<file path="src/rtl/var_shift_reg.sv">
// var_shift_reg: WIDTH-bit register that loads a parallel input or shifts its own value by a run-time distance.
// Latency: one clock from in/clr/shift to q; q comes straight from a flop.
// Backpressure: none; every input is sampled on every edge and there is no handshake.
//
// Ports:
//   clk   - rising-edge clock
//   clr   - synchronous active-high clear; has priority over all other inputs
//   dir   - 0 = shift toward MSB, 1 = shift toward LSB
//   en    - 1 = shift the held value, 0 = load in
//   in    - parallel load data (ignored while en=1)
//   shift - signed shift distance per enabled cycle (negative or zero holds q)
//   q     - registered state
//
// Build option: define VAR_SHIFT_ROTATE_EN to turn enabled shifts into rotates.
// The distance is then taken mod WIDTH. Negative distances still hold q.

module var_shift_reg #(
    parameter int WIDTH   = 32,
    parameter int SHIFT_W = 32
) (
    input  logic               clk,
    input  logic               clr,
    input  logic               dir,
    input  logic               en,
    input  logic [WIDTH-1:0]   in,
    input  logic [SHIFT_W-1:0] shift,
    output logic [WIDTH-1:0]   q
);

    localparam int LOG_W = $clog2(WIDTH);

    // The range check needs at least one bit between the barrel-stage
    // bits and the sign bit.
    if (WIDTH < 2 || WIDTH > 64 || (WIDTH & (WIDTH - 1)) != 0) begin : g_bad_width
        $error("var_shift_reg: WIDTH must be a power of two in 2..64");
    end
    if (SHIFT_W < LOG_W + 2) begin : g_bad_shift_w
        $error("var_shift_reg: SHIFT_W too narrow for WIDTH");
    end

    // Decode the shift distance.
    logic             shift_neg;
    logic [LOG_W-1:0] shift_amt;

    assign shift_neg = shift[SHIFT_W-1];
    assign shift_amt = shift[LOG_W-1:0];

`ifdef VAR_SHIFT_ROTATE_EN
    // A rotate wraps, so the bits above the barrel stages are meaningless.
    logic unused_shift_hi;
    assign unused_shift_hi = ^shift[SHIFT_W-2:LOG_W];
`else
    // Any set bit between the barrel stages and the sign bit means the
    // distance is at least WIDTH, so every bit is shifted out.
    logic shift_too_big;
    assign shift_too_big = |shift[SHIFT_W-2:LOG_W];
`endif

    // Barrel shifter with log2(WIDTH) stages.
    // Stage i moves the value by 2**i positions when bit i of the distance is set.
    logic [WIDTH-1:0] barrel;

    always_comb begin
        barrel = q;
        for (int i = 0; i < LOG_W; i++) begin
            if (shift_amt[i]) begin
`ifdef VAR_SHIFT_ROTATE_EN
                if (dir) begin
                    barrel = (barrel >> (2 ** i)) | (barrel << (WIDTH - 2 ** i));
                end else begin
                    barrel = (barrel << (2 ** i)) | (barrel >> (WIDTH - 2 ** i));
                end
`else
                if (dir) begin
                    barrel = barrel >> (2 ** i);
                end else begin
                    barrel = barrel << (2 ** i);
                end
`endif
            end
        end
    end

    // Select the value for an enabled cycle.
    // A zero distance needs no special case: the barrel passes q through.
    logic [WIDTH-1:0] shifted;

    always_comb begin
        shifted = barrel;
        if (shift_neg) begin
            shifted = q;
`ifndef VAR_SHIFT_ROTATE_EN
        end else if (shift_too_big) begin
            shifted = '0;
`endif
        end
    end

    // State register.
    always_ff @(posedge clk) begin
        if (clr) begin
            q <= '0;
        end else if (!en) begin
            q <= in;
        end else begin
            q <= shifted;
        end
    end

endmodule

</file>
<file path="config.mk">
export PLATFORM = sky130hd
export DESIGN_NAME = var_shift_reg
export DESIGN_NICKNAME = d
export VERILOG_FILES = /design/src/rtl/var_shift_reg.sv
export SDC_FILE = /design/constraint.sdc
export NUM_CORES = 1
export LEC_CHECK = 0
export BUFFER_PORTS_ARGS = -buffer_cell sky130_fd_sc_hd__clkbuf_2
export CELL_PAD_IN_SITES_DETAIL_PLACEMENT = 0
export CELL_PAD_IN_SITES_GLOBAL_PLACEMENT = 1
export CORE_MARGIN = 2
export CORE_UTILIZATION = 28
export DETAILED_ROUTE_END_ITERATION = 7
export GPL_TIMING_DRIVEN = 0
export PLACE_DENSITY = 0.6
export SYNTH_ARGS = -nofsm -noshare
export SYNTH_HDL_FRONTEND = slang
export SYNTH_SLANG_ARGS = --single-unit
</file>
<file path="constraint.sdc">
create_clock -name clk -period 2.3 [get_ports clk]
set_clock_uncertainty 0.2 [all_clocks]
set_input_delay 0.115 -clock clk [delete_from_list [all_inputs] [get_ports clk]]
set_output_delay 0.115 -clock clk [all_outputs]
set_load 0.1 [all_outputs]
</file>
; Word-level counts from Yosys, hierarchy flattened
; Index checks and enable logic that the tools add are counted.
[totals]
output_inout_bits = 32
mem_bits_rw = 0
regBits = 32
memories = 0
mem_bits_ro = 0
latchBits = 0
elab_cells = 16
in_bits = 68
[op_classes]
addsub = 0
n_reduce_logical = 1
n_mux = 13
shifts = 0
n_mul = 0
n_eq_ne = 1
n_lt_le_gt_ge = 0
n_bitwise = 0
div_mod_pow = 0
[ops]
columns = operator, count
row1 = two-way mux 32 bit, 13
row2 = OR reduction 26 bit, 1
row3 = inequality test 2 bit (second input constant), 1

; Longest topological paths before layout
; Gate-level depths: netlist of the first run.
[logic_depth]
word_depth = 13
mapped_depth = 12
ltp_nobuf = 6

; Worst setup path after synthesis of the first run
; No wires, ideal clock.
[synth_timing]
path_kind = register to register
from = reg q[11]
to = reg q[6]
path_stages_with_launch = 8
slack_ns = -0.495
n_path_buf = 1
period_less_slack_ns = 2.795
setup_time_ns = 0.083
t_arrival_ns = 2.512
t_required_ns = 2.017
cell_sequence = dfxtp_1 -> clkbuf_1 -> mux2i_1 -> mux4_2 -> o211a_1 -> a211oi_2 -> a21oi_1 -> o221ai_1
[synth_via]
elab_chain_cells = 13
[synth_lines]
columns = element, line_no
row1 = "start, declared", 27  ; output logic [WIDTH-1:0] q
row2 = "start signal, assigned", 104  ; q <= in;
row3 = "start signal, assigned", 106  ; q <= shifted;
row4 = two-way mux 32 bit *, 74  ; if (dir) begin
row5 = two-way mux 32 bit *, 66  ; if (shift_amt[i]) begin
row6 = two-way mux 32 bit, 74
row7 = two-way mux 32 bit *, 66
row8 = two-way mux 32 bit, 74
row9 = two-way mux 32 bit *, 66
row10 = two-way mux 32 bit, 74
row11 = two-way mux 32 bit *, 66
row12 = two-way mux 32 bit, 74
row13 = two-way mux 32 bit *, 66
row14 = two-way mux 32 bit *, 93  ; end else if (shift_too_big) begin
row15 = two-way mux 32 bit *, 90  ; if (shift_neg) begin
row16 = two-way mux 32 bit *, 103  ; end else if (!en) begin
; Every way passes the cells marked *; elsewhere a longest branch is shown, timed or not. The select of a mux whose other input is x is not followed.
; A chain may end at the register's enable or synchronous reset.

; Worst setup path in the final report of the first run
[layout_timing]
from = reg q[14]
to = reg q[9]
; Same word-level chain as after synthesis.

==> impl_metrics.ini, run 1 <==
[outcome]
run_status = finished with violations
violations = setup timing

[clock_network]
cts_sinks = 32
clk_pin_slew_ns = 0.05
cts_tree = yes
htree_levels = 2
clockBufferDepth = 2
clock_latency_ns = 0.29
cts_buffers = 5
clockRootBuffer = clkbuf_16

[drt]
firstDrtPassIters = 6
routedWlPerCell_um = 32.6
drc = 0
vias = 8203
drt_iter0_markers = 1096
via_per_inst = 6.68
drtAntennaViolNets = 0
wl_um = 40100

[setup_path]
reg2reg_to = q[9]$_SDFFE_PP0P_
worstSetupStartpointType = flop
cp-end-kind = flop
r2r_start = q[14]$_SDFFE_PP0P_
reg2reg_depth = 8
worstPathMaxFanout = 5
crit_start = q[14]$_SDFFE_PP0P_
r2r_setup_slack_ns = -0.28
arrival_ns = 2.51
required_ns = 2.23
worst-setup-path-type = flop to flop

[sta]
fmax_ghz = 0.387
rsz0062_at_grt = true
slew_viol_final = 0
finalCriticalPeriod_ns = 2.58
worstMarginPinSlew_ns = 1.03
finalSetupViolations = 24
finalHoldViolations = 0
fin_ws_ns = -0.283
period_share_pct = 112
max_slew_margin_pct = 31.4

[final_layout]
reg_top3 = q (32)
largest_reg_flops = 32
top_register = q
nFillCells = 2173
drive_above_1_share_pct = 43.2
diodes = 0
syn_to_final_growth_pct = 44.8
nets = 1025
final_area_um2 = 8200

[die]
core_area_um2 = 20000
die_h_um = 146
ios = 100
rows = 52
die_w_um = 146
initial_core_util_pct = 28.3
die_area_um2 = 21400

[synth]
synth-main-ff-cell = dfxtp_1
synth_area_um2 = 5660
synth_nets = 876
ys_types = 67
ys_warn_count = 0
synth_edf_count = 0
synth_seq_cells = 32
syn_inst = 808
synth_area_leaders = dfxtp_1 (11%), mux2i_1 (10%), mux4_2 (5.2%)
synth-seq-area-share_pct = 11.3
syn_avg_cell_area_um2 = 7.01
async_flop_share_pct = 0
yosys.area.top_type = dfxtp_1
synth_top_area_share_pct = 11.3

[grt]
met1_usage_pct = 47.9
use_met3_pct = 7.88
grt.met2_usage_pct = 53.1
grt_max_degree = 12
antenna_found_initial = 0
grtUsageTotal_pct = 35.7
busiest_layer = met2
overflow = 0
grt_pass1_wl_um = 55900
grt_pass1_vias = 7704

[run]
cap_violations = 0

[worst_hold_path]
hold_start = in[30]
min_path_type = input pin to flop
holdPathStages = 4
hold-path-endpoint = q[30]$_SDFFE_PP0P_

[place]
post-place-ws_ns = -1.06
portBuffers = 93
dp_hpwl_um = 29600
place_area_um2 = 6620
globalplace.congestion = 1.03

[pwr]
ir_drop_v = 0.000263
swShare_pct = 49.7
p_leak_nw = 2.98
p_per_area_nw_per_um2 = 372
pwr-share-comb_pct = 55.7
seq_power_share_pct = 22.2
switching_power_mw = 1.52
power.internal_mw = 1.53
clock_power_share_pct = 22.1
[worst max path at each step]
stage | cells after the start | endpoint | slack (ns)
floorplan | 7 | q[5]$_SDFFE_PP0P_ | -0.12
global placement | 7 | q[11]$_SDFFE_PP0P_ | -1.16
detailed placement | 8 | q[28]$_SDFFE_PP0P_ | -1.06
CTS | 7 | q[5]$_SDFFE_PP0P_ | -0.19
global route | 10 | q[27]$_SDFFE_PP0P_ | -0.30
finish | 8 | q[9]$_SDFFE_PP0P_ | -0.28
[placed cells by master (no fill, tap or decap), types with 7 or more instances in the layout]
| master | Yosys | final |
|---|---|---|
| mux2_4 | 0 | 7 |
| mux4_2 | 13 | 13 |
| o221ai_1 | 14 | 11 |
| o21ai_1 | 15 | 23 |
| o211ai_1 | 9 | 9 |
| o22ai_1 | 31 | 15 |
| clkbuf_2 | 1 | 105 |
| a31oi_1 | 24 | 24 |
| nand2_1 | 78 | 70 |
| o21ai_0 | 49 | 36 |
| mux2_2 | 14 | 13 |
| a311oi_1 | 13 | 7 |
| nand2b_1 | 13 | 13 |
| buf_2 | 20 | 9 |
| nor2_4 | 0 | 8 |
| o31ai_2 | 0 | 7 |
| o22ai_2 | 0 | 13 |
| mux2i_1 | 58 | 49 |
| a21oi_1 | 40 | 29 |
| nand2_2 | 0 | 7 |
| dfxtp_2 | 0 | 10 |
| buf_6 | 7 | 19 |
| nor3_1 | 28 | 23 |
| nor4_1 | 10 | 8 |
| buf_4 | 1 | 57 |
| nor2b_1 | 22 | 22 |
| clkbuf_16 | 0 | 7 |
| a21oi_2 | 0 | 7 |
| dfxtp_4 | 0 | 22 |
| nand3_1 | 25 | 23 |
| a211oi_1 | 28 | 16 |
| inv_1 | 18 | 18 |
| clkbuf_1 | 57 | 28 |
| a211oi_2 | 10 | 17 |
| nor2_1 | 78 | 61 |
| nor2_2 | 0 | 9 |
[stage by stage]
step	instances	util (%)	hold slack [ns]	total power [mW]	setup TNS, ns
after floorplan	808	-	0.143	1.52	-0.189
after global placement	1171	33.0	0.257	2.03	-22.23
after detailed placement	1171	33.0	0.261	2.00	-19.88
after CTS	1204	37.5	0.0119	2.85	-1.22
after global routing	1228	40.9	0.0466	3.14	-3.79
final	1228	40.9	0.0131	3.05	-2.95
[power by group through the flow]
| stage | Combinational (mW) | Clock [mW] | Sequential (mW) |
|---|---|---|---|
| floorplan | 0.713 | 0 | 0.805 |
| global placement | 1.39 | 0 | 0.637 |
| detailed placement | 1.37 | 0 | 0.637 |
| CTS | 1.49 | 0.689 | 0.671 |
| global route | 1.75 | 0.709 | 0.676 |
| finish | 1.70 | 0.673 | 0.678 |
[cells in the mapped netlist, types with 7 or more instances]
library cell and number:
nand2_1 78, nor2_1 78, mux2i_1 58, clkbuf_1 57, o21ai_0 49, a21oi_1 40
dfxtp_1 32, o22ai_1 31, a211oi_1 28, nor3_1 28, nand3_1 25, a31oi_1 24
nor2b_1 22, buf_2 20, inv_1 18, o21ai_1 15, mux2_2 14, o221ai_1 14
a311oi_1 13, mux4_2 13, nand2b_1 13, o31ai_1 12, a211oi_2 10, nor4_1 10
mux2_1 9, o211ai_1 9, a221oi_1 7, buf_6 7, o32ai_1 7
[critical path: stages (launching register included)]
cell and delay, ns:
dfxtp_4 0.35, clkbuf_16 0.14, mux2_4 0.24, mux4_2 0.59, buf_4 0.19, nor2_4 0.11
a311oi_4 0.07, a32oi_2 0.39, o22ai_1 0.14
[logic make-up (layout without fill, tap and decap cells)]
group / after synthesis / after routing / share of synthesized area, %
simple gates: 272 / 272 / 22.2
compound gates: 295 / 295 / 36.4
flops: 32 / 32 / 11.3
buf+inv: 115 / 265 / 10.1
mux: 94 / 94 / 20.0
[area by class of cell]
| class | instances | area, µm² | share of cell area (%) |
|---|---|---|---|
| well taps | 270 | 338 | 4.12 |
| multi-input cells | 661 | 5370 | 65.5 |
| flip-flops and latches | 32 | 736 | 8.97 |
| clock inverters | 3 | 13.8 | 0.168 |
| clock buffers | 5 | 125 | 1.53 |
| repair buffers | 158 | 1010 | 12.3 |
| plain buffers | 78 | 522 | 6.36 |
| inverters | 21 | 78.8 | 0.962 |
[metal layers]
layer | vias to the layer above | wire (µm)
met2 | 604 | 17000
li1 | 3410 | -
met1 | 4037 | 16100
met4 | 0 | 2650
met5 | - | 0
met3 | 152 | 4300
[what timing repair did]
action,CTS,global route
endpoints found under the setup margin,32,32
setup buffers,40,24
pin swaps,41,62
endpoints found under the hold margin,1,0
hold buffers,1,0
gates resized for setup,113,124
Note: power is estimated with default switching activity, not from simulation.
==> run 2, diff against run 1 <==
PLACE_DENSITY = 0.59   (was 0.6)
==> run 2 against run 1 <==
Against the previous run:
- the flow still finishes with violations (setup timing)
- die area stayed put
- total power is 0.82% lower
- routed wire length is 1.3% higher
- cell count is 1.5% lower
- core utilization is 1.2 points lower
- design area is 3.1% lower
- global-route usage is 1.0 points higher
- fmax is 1.4% higher
- clock power is 5.8% higher
- critical path type unchanged
- highest routed layer unchanged
==> impl_metrics.ini, run 2 (synthesis gave the netlist of run 1 again) <==
[sta]
finalHoldViolations = 0
period_share_pct = 111
rsz0062_at_grt = true
worstMarginPinSlew_ns = 1.00
fin_ws_ns = -0.246
slew_viol_final = 0
max_slew_margin_pct = 33.4
finalSetupViolations = 19
fmax_ghz = 0.393
finalCriticalPeriod_ns = 2.55

[die]
die_w_um = 146
die_h_um = 146
core_area_um2 = 20000
ios = 100
initial_core_util_pct = 28.3
die_area_um2 = 21400
rows = 52

[pwr]
p_leak_nw = 2.90
power.total_mw = 3.03
ir_drop_v = 0.000212
p_per_area_nw_per_um2 = 381

[final_layout]
reg_top3 = q (32)
nFillCells = 2195
nets = 1007
syn_to_final_growth_pct = 40.4
top_register = q
stdcell_count = 1210
utilization_pct = 39.7
mostFrequentLayoutCells = clkbuf_2 (104), nand2_1 (70), nor2_1 (60), mux2i_1 (53), buf_4 (47)
diodes = 0
largest_reg_flops = 32
drive_above_1_share_pct = 40.9
layout_commonest_cell = clkbuf_2

[clock_network]
clockBufferDepth = 2
htree_levels = 2
cts_tree = yes
clock_latency_ns = 0.29
cts_sinks = 32
clk_pin_slew_ns = 0.06
cts_buffers = 5
clockRootBuffer = clkbuf_16

[drt]
firstDrtPassIters = 5
drt_iter0_markers = 691
vias = 8024
drc = 0
via_per_inst = 6.63
wl_um = 40600
drtAntennaViolNets = 0
routedWlPerCell_um = 33.5

[run]
cap_violations = 0

[setup_path]
reg2reg_depth = 8
required_ns = 2.24
worstPathMaxFanout = 5
worstSetupStartpointType = flop
r2r_setup_slack_ns = -0.25
r2r_start = q[14]$_SDFFE_PP0P_
reg2reg_to = q[9]$_SDFFE_PP0P_
worst-setup-path-type = flop to flop
arrival_ns = 2.48
cp-end-kind = flop

[worst_hold_path]
holdPathStages = 5
hold-path-endpoint = q[29]$_SDFFE_PP0P_
hold_start = in[29]
min_path_type = input pin to flop

[grt]
grt_max_degree = 12
grt_pass1_vias = 7641
grtUsageTotal_pct = 36.7
overflow = 0
grt_pass1_wl_um = 56700
antenna_found_initial = 0

[place]
globalplace.congestion = 1.05
dp_hpwl_um = 30900
place_inst = 1171
portBuffers = 93

[outcome]
violations = setup timing
run_status = finished with violations
[run 2: worst max-delay path by stage]
stage	cells after the start	startpoint	endpoint	slack, ns
global route	8	q[14]$_SDFFE_PP0P_	q[9]$_SDFFE_PP0P_	-0.26
detailed placement	10	dir	q[28]$_SDFFE_PP0P_	-1.05
global placement	9	shift[0]	q[28]$_SDFFE_PP0P_	-1.15
floorplan	7	q[10]$_SDFFE_PP0P_	q[5]$_SDFFE_PP0P_	-0.12
CTS	7	q[14]$_SDFFE_PP0P_	q[9]$_SDFFE_PP0P_	-0.20
finish	8	q[14]$_SDFFE_PP0P_	q[9]$_SDFFE_PP0P_	-0.25
[run 2: area by class of cell]
class | instances | area [µm²] | share of cell area [%]
Multi-Input combinational cell | 661 | 5250 | 66.1
Timing Repair Buffer | 141 | 872 | 11.0
Sequential cell | 32 | 736 | 9.26
Buffer | 77 | 522 | 6.56
Tap cell | 270 | 338 | 4.25
Clock buffer | 6 | 139 | 1.75
Inverter | 21 | 78.8 | 0.992
Clock inverter | 2 | 10.0 | 0.126
[run 2: worst max-delay path, cell delays in order (launching register included)]
cell and delay [ns]:
dfxtp_4 0.35, clkbuf_16 0.14, mux2_4 0.25, mux4_2 0.56
buf_4 0.19, nor2_4 0.13, a311oi_4 0.08, a32oi_2 0.37
o22ai_1 0.11
[run 2: through the flow]
step           worst slack [ns]  hold slack (ns)  area, µm²  TNS (ns)
3_3_place_gp              -1.15            0.260       6620    -22.88
6_report                 -0.246           0.0166       7950     -1.82
5_1_grt                  -0.265           0.0393       7950     -2.65
4_1_cts                  -0.197           0.0234       7430     -1.21
2_1_floorplan            -0.117            0.143       5820    -0.189
3_5_place_dp              -1.05            0.268       6620    -19.54
[run 2: power by group]
| part | total, mW | leakage [nW] | internal (mW) | switching [mW] |
|---|---|---|---|---|
| Clock | 0.712 | 0.0766 | 0.428 | 0.284 |
| Sequential | 0.683 | 0.282 | 0.572 | 0.111 |
| Combinational | 1.63 | 2.54 | 0.530 | 1.10 |
[run 2: layer usage]
metal / global-route usage (%) / routed length, µm / up-vias
met5: 0 / 0 / -
met4: 17.5 / 2140 / 0
met3: 5.25 / 3800 / 121
met2: 56.2 / 17800 / 575
met1: 50.8 / 16800 / 3956
li1: - / - / 3372
[run 2: timing repair]
item	CTS	global route
resized for setup	103	111
pin swaps	25	34
hold buffers	1	0
gates cloned	0	0
setup buffers	36	11
endpoints found under the setup margin	32	32
hold endpoints to repair	1	0
==> run 3, diff against run 2 <==
SETUP_SLACK_MARGIN = 0.05   (was unset)
==> run 3 against run 2 <==
Against the previous run:
- the run ends with hold timing, setup timing left
- design area rose by 3.8%
- worst setup slack got worse by 0.0033 ns
- sequential cell count did not move
- global-route usage rose by 1.3 points
- routed wire length rose by 3.5%
- count of clock-buffer cells in the layout fell by 1
- combinational power rose by 6%
- cell count rose by 1.6%
- non-clock buffer count rose by 18
- die area did not move
- fmax fell by 0.13%
- critical path type unchanged
==> impl_metrics.ini, run 3 (synthesis gave the netlist of run 1 again) <==
[outcome]
run_status = finished with violations
violations = hold timing, setup timing

[clock_network]
clockBufferDepth = 2
clockRootBuffer = clkbuf_16
htree_levels = 2
clk_pin_slew_ns = 0.06
cts_sinks = 32
cts_buffers = 5
cts_tree = yes
clock_latency_ns = 0.31

[final_layout]
nFillCells = 2214
largest_reg_flops = 32
top_register = q
layout_commonest_cell = clkbuf_2
utilization_pct = 41.2
syn_to_final_growth_pct = 45.7
reg_top3 = q (32)
drive_above_1_share_pct = 43.3
stdcell_count = 1229
final_area_um2 = 8250
mostFrequentLayoutCells = clkbuf_2 (106), nand2_1 (71), nor2_1 (58), buf_4 (55), mux2i_1 (55)
nets = 1025

[grt]
grt.met2_usage_pct = 57.3
grtUsageTotal_pct = 38.0
met1_usage_pct = 51.2
grt_max_degree = 12
overflow = 0
use_met3_pct = 7.28
grt_pass1_vias = 7840
antenna_found_initial = 2
busiest_layer = met2
grt_pass1_wl_um = 58600

[setup_path]
crit_family = multiplexers
worst-setup-path-type = flop to flop
worstSetupStartpointType = flop
cp-end-kind = flop
r2r_start = q[14]$_SDFFE_PP0P_
cp_cell_sequence = clkbuf_16 > mux2_4 > mux4_2 > a222oi_1 > nand2_1 > o22ai_2 > o22ai_1
r2r_setup_slack_ns = -0.25
arrival_ns = 2.50
cpMaxStageDelayCell = mux4_2
reg2reg_to = q[5]$_SDFFE_PP0P_
crit_buf_inv = 1
reg2reg_depth = 7
cp_slowest_stage_delay_ns = 0.61
worstPathMaxFanout = 5
required_ns = 2.26

[drt]
firstDrtPassIters = 7
wl_um = 42000
routedWlPerCell_um = 34.2
vias = 8290
drtAntennaViolNets = 0
via_per_inst = 6.75
drt_iter0_markers = 928
drc = 0

[sta]
worstMarginPinSlew_ns = 1.10
finalCriticalPeriod_ns = 2.55
rsz0062_at_grt = true
finalHoldViolations = 1
max_slew_margin_pct = 26.7
fmax_ghz = 0.392
tns_ns = -1.45
fin_ws_ns = -0.249
period_share_pct = 111
finalSetupViolations = 19
slew_viol_final = 0
whs_ns = -0.00347

[die]
ios = 100
rows = 52
initial_core_util_pct = 28.3
die_area_um2 = 21400
die_h_um = 146
die_w_um = 146
core_area_um2 = 20000

[pwr]
p_leak_nw = 3.02
p_per_area_nw_per_um2 = 379
power.total_mw = 3.12
ir_drop_v = 0.000242

[place]
dp_hpwl_um = 31200
place_inst = 1171
post-place-ws_ns = -0.941
portBuffers = 93
globalplace.congestion = 1.04
place_area_um2 = 6670

[run]
cap_violations = 0

[worst_hold_path]
hold_start = in[13]
min_path_type = input pin to flop
hold-path-endpoint = q[13]$_SDFFE_PP0P_
holdPathStages = 5
-- run 3: worst max-delay path by stage --
stage / start / to / cells past startpoint
after CTS: q[14]$_SDFFE_PP0P_ / q[5]$_SDFFE_PP0P_ / 7
after global routing: q[14]$_SDFFE_PP0P_ / q[5]$_SDFFE_PP0P_ / 7
after detailed placement: shift[0] / q[28]$_SDFFE_PP0P_ / 8
after floorplan: q[10]$_SDFFE_PP0P_ / q[5]$_SDFFE_PP0P_ / 7
after global placement: shift[0] / q[11]$_SDFFE_PP0P_ / 7
final: q[14]$_SDFFE_PP0P_ / q[5]$_SDFFE_PP0P_ / 7
-- run 3: area by class of cell --
type	instances	area (µm²)	share of cell area (%)
well taps	270	338	4.09
inverters	21	82.6	1.00
flip-flops and latches	32	748	9.07
clock inverters	3	18.8	0.227
plain buffers	78	561	6.79
diodes	1	2.50	0.0303
multi-input cells	661	5370	65.0
repair buffers	158	1010	12.3
clock buffers	5	125	1.52
-- run 3: metal layers --
metal	part of all wire [%]	wire length, µm
met1	41	17200
met2	42	17500
met3	11	4460
met4	6.6	2790
met5	0	0
-- run 3: what timing repair did --
item,4_1_cts,5_1_grt
endpoints found under the hold margin,5,0
hold buffers,5,0
buffers inserted,42,18
resized for setup,137,108
cloned,0,0
pin swaps,46,47
endpoints found under the setup margin,32,32
-- run 3: tightest hold or removal path: cells and delay by family --
| kind | cells | cell delay, ns |
|---|---|---|
| buffers and inverters | 2 | 0.12 |
| and+or+nand+nor | 1 | 0.07 |
| AOI/OAI and AO/OA | 2 | 0.14 |
-- run 3: power by group --
group          switching [mW]  leakage, nW  total [mW]  internal [mW]
Clock                   0.330       0.0736       0.731          0.401
Sequential              0.103        0.284       0.672          0.568
Combinational            1.15         2.66        1.72          0.569
Total                    1.59         3.02        3.12           1.54
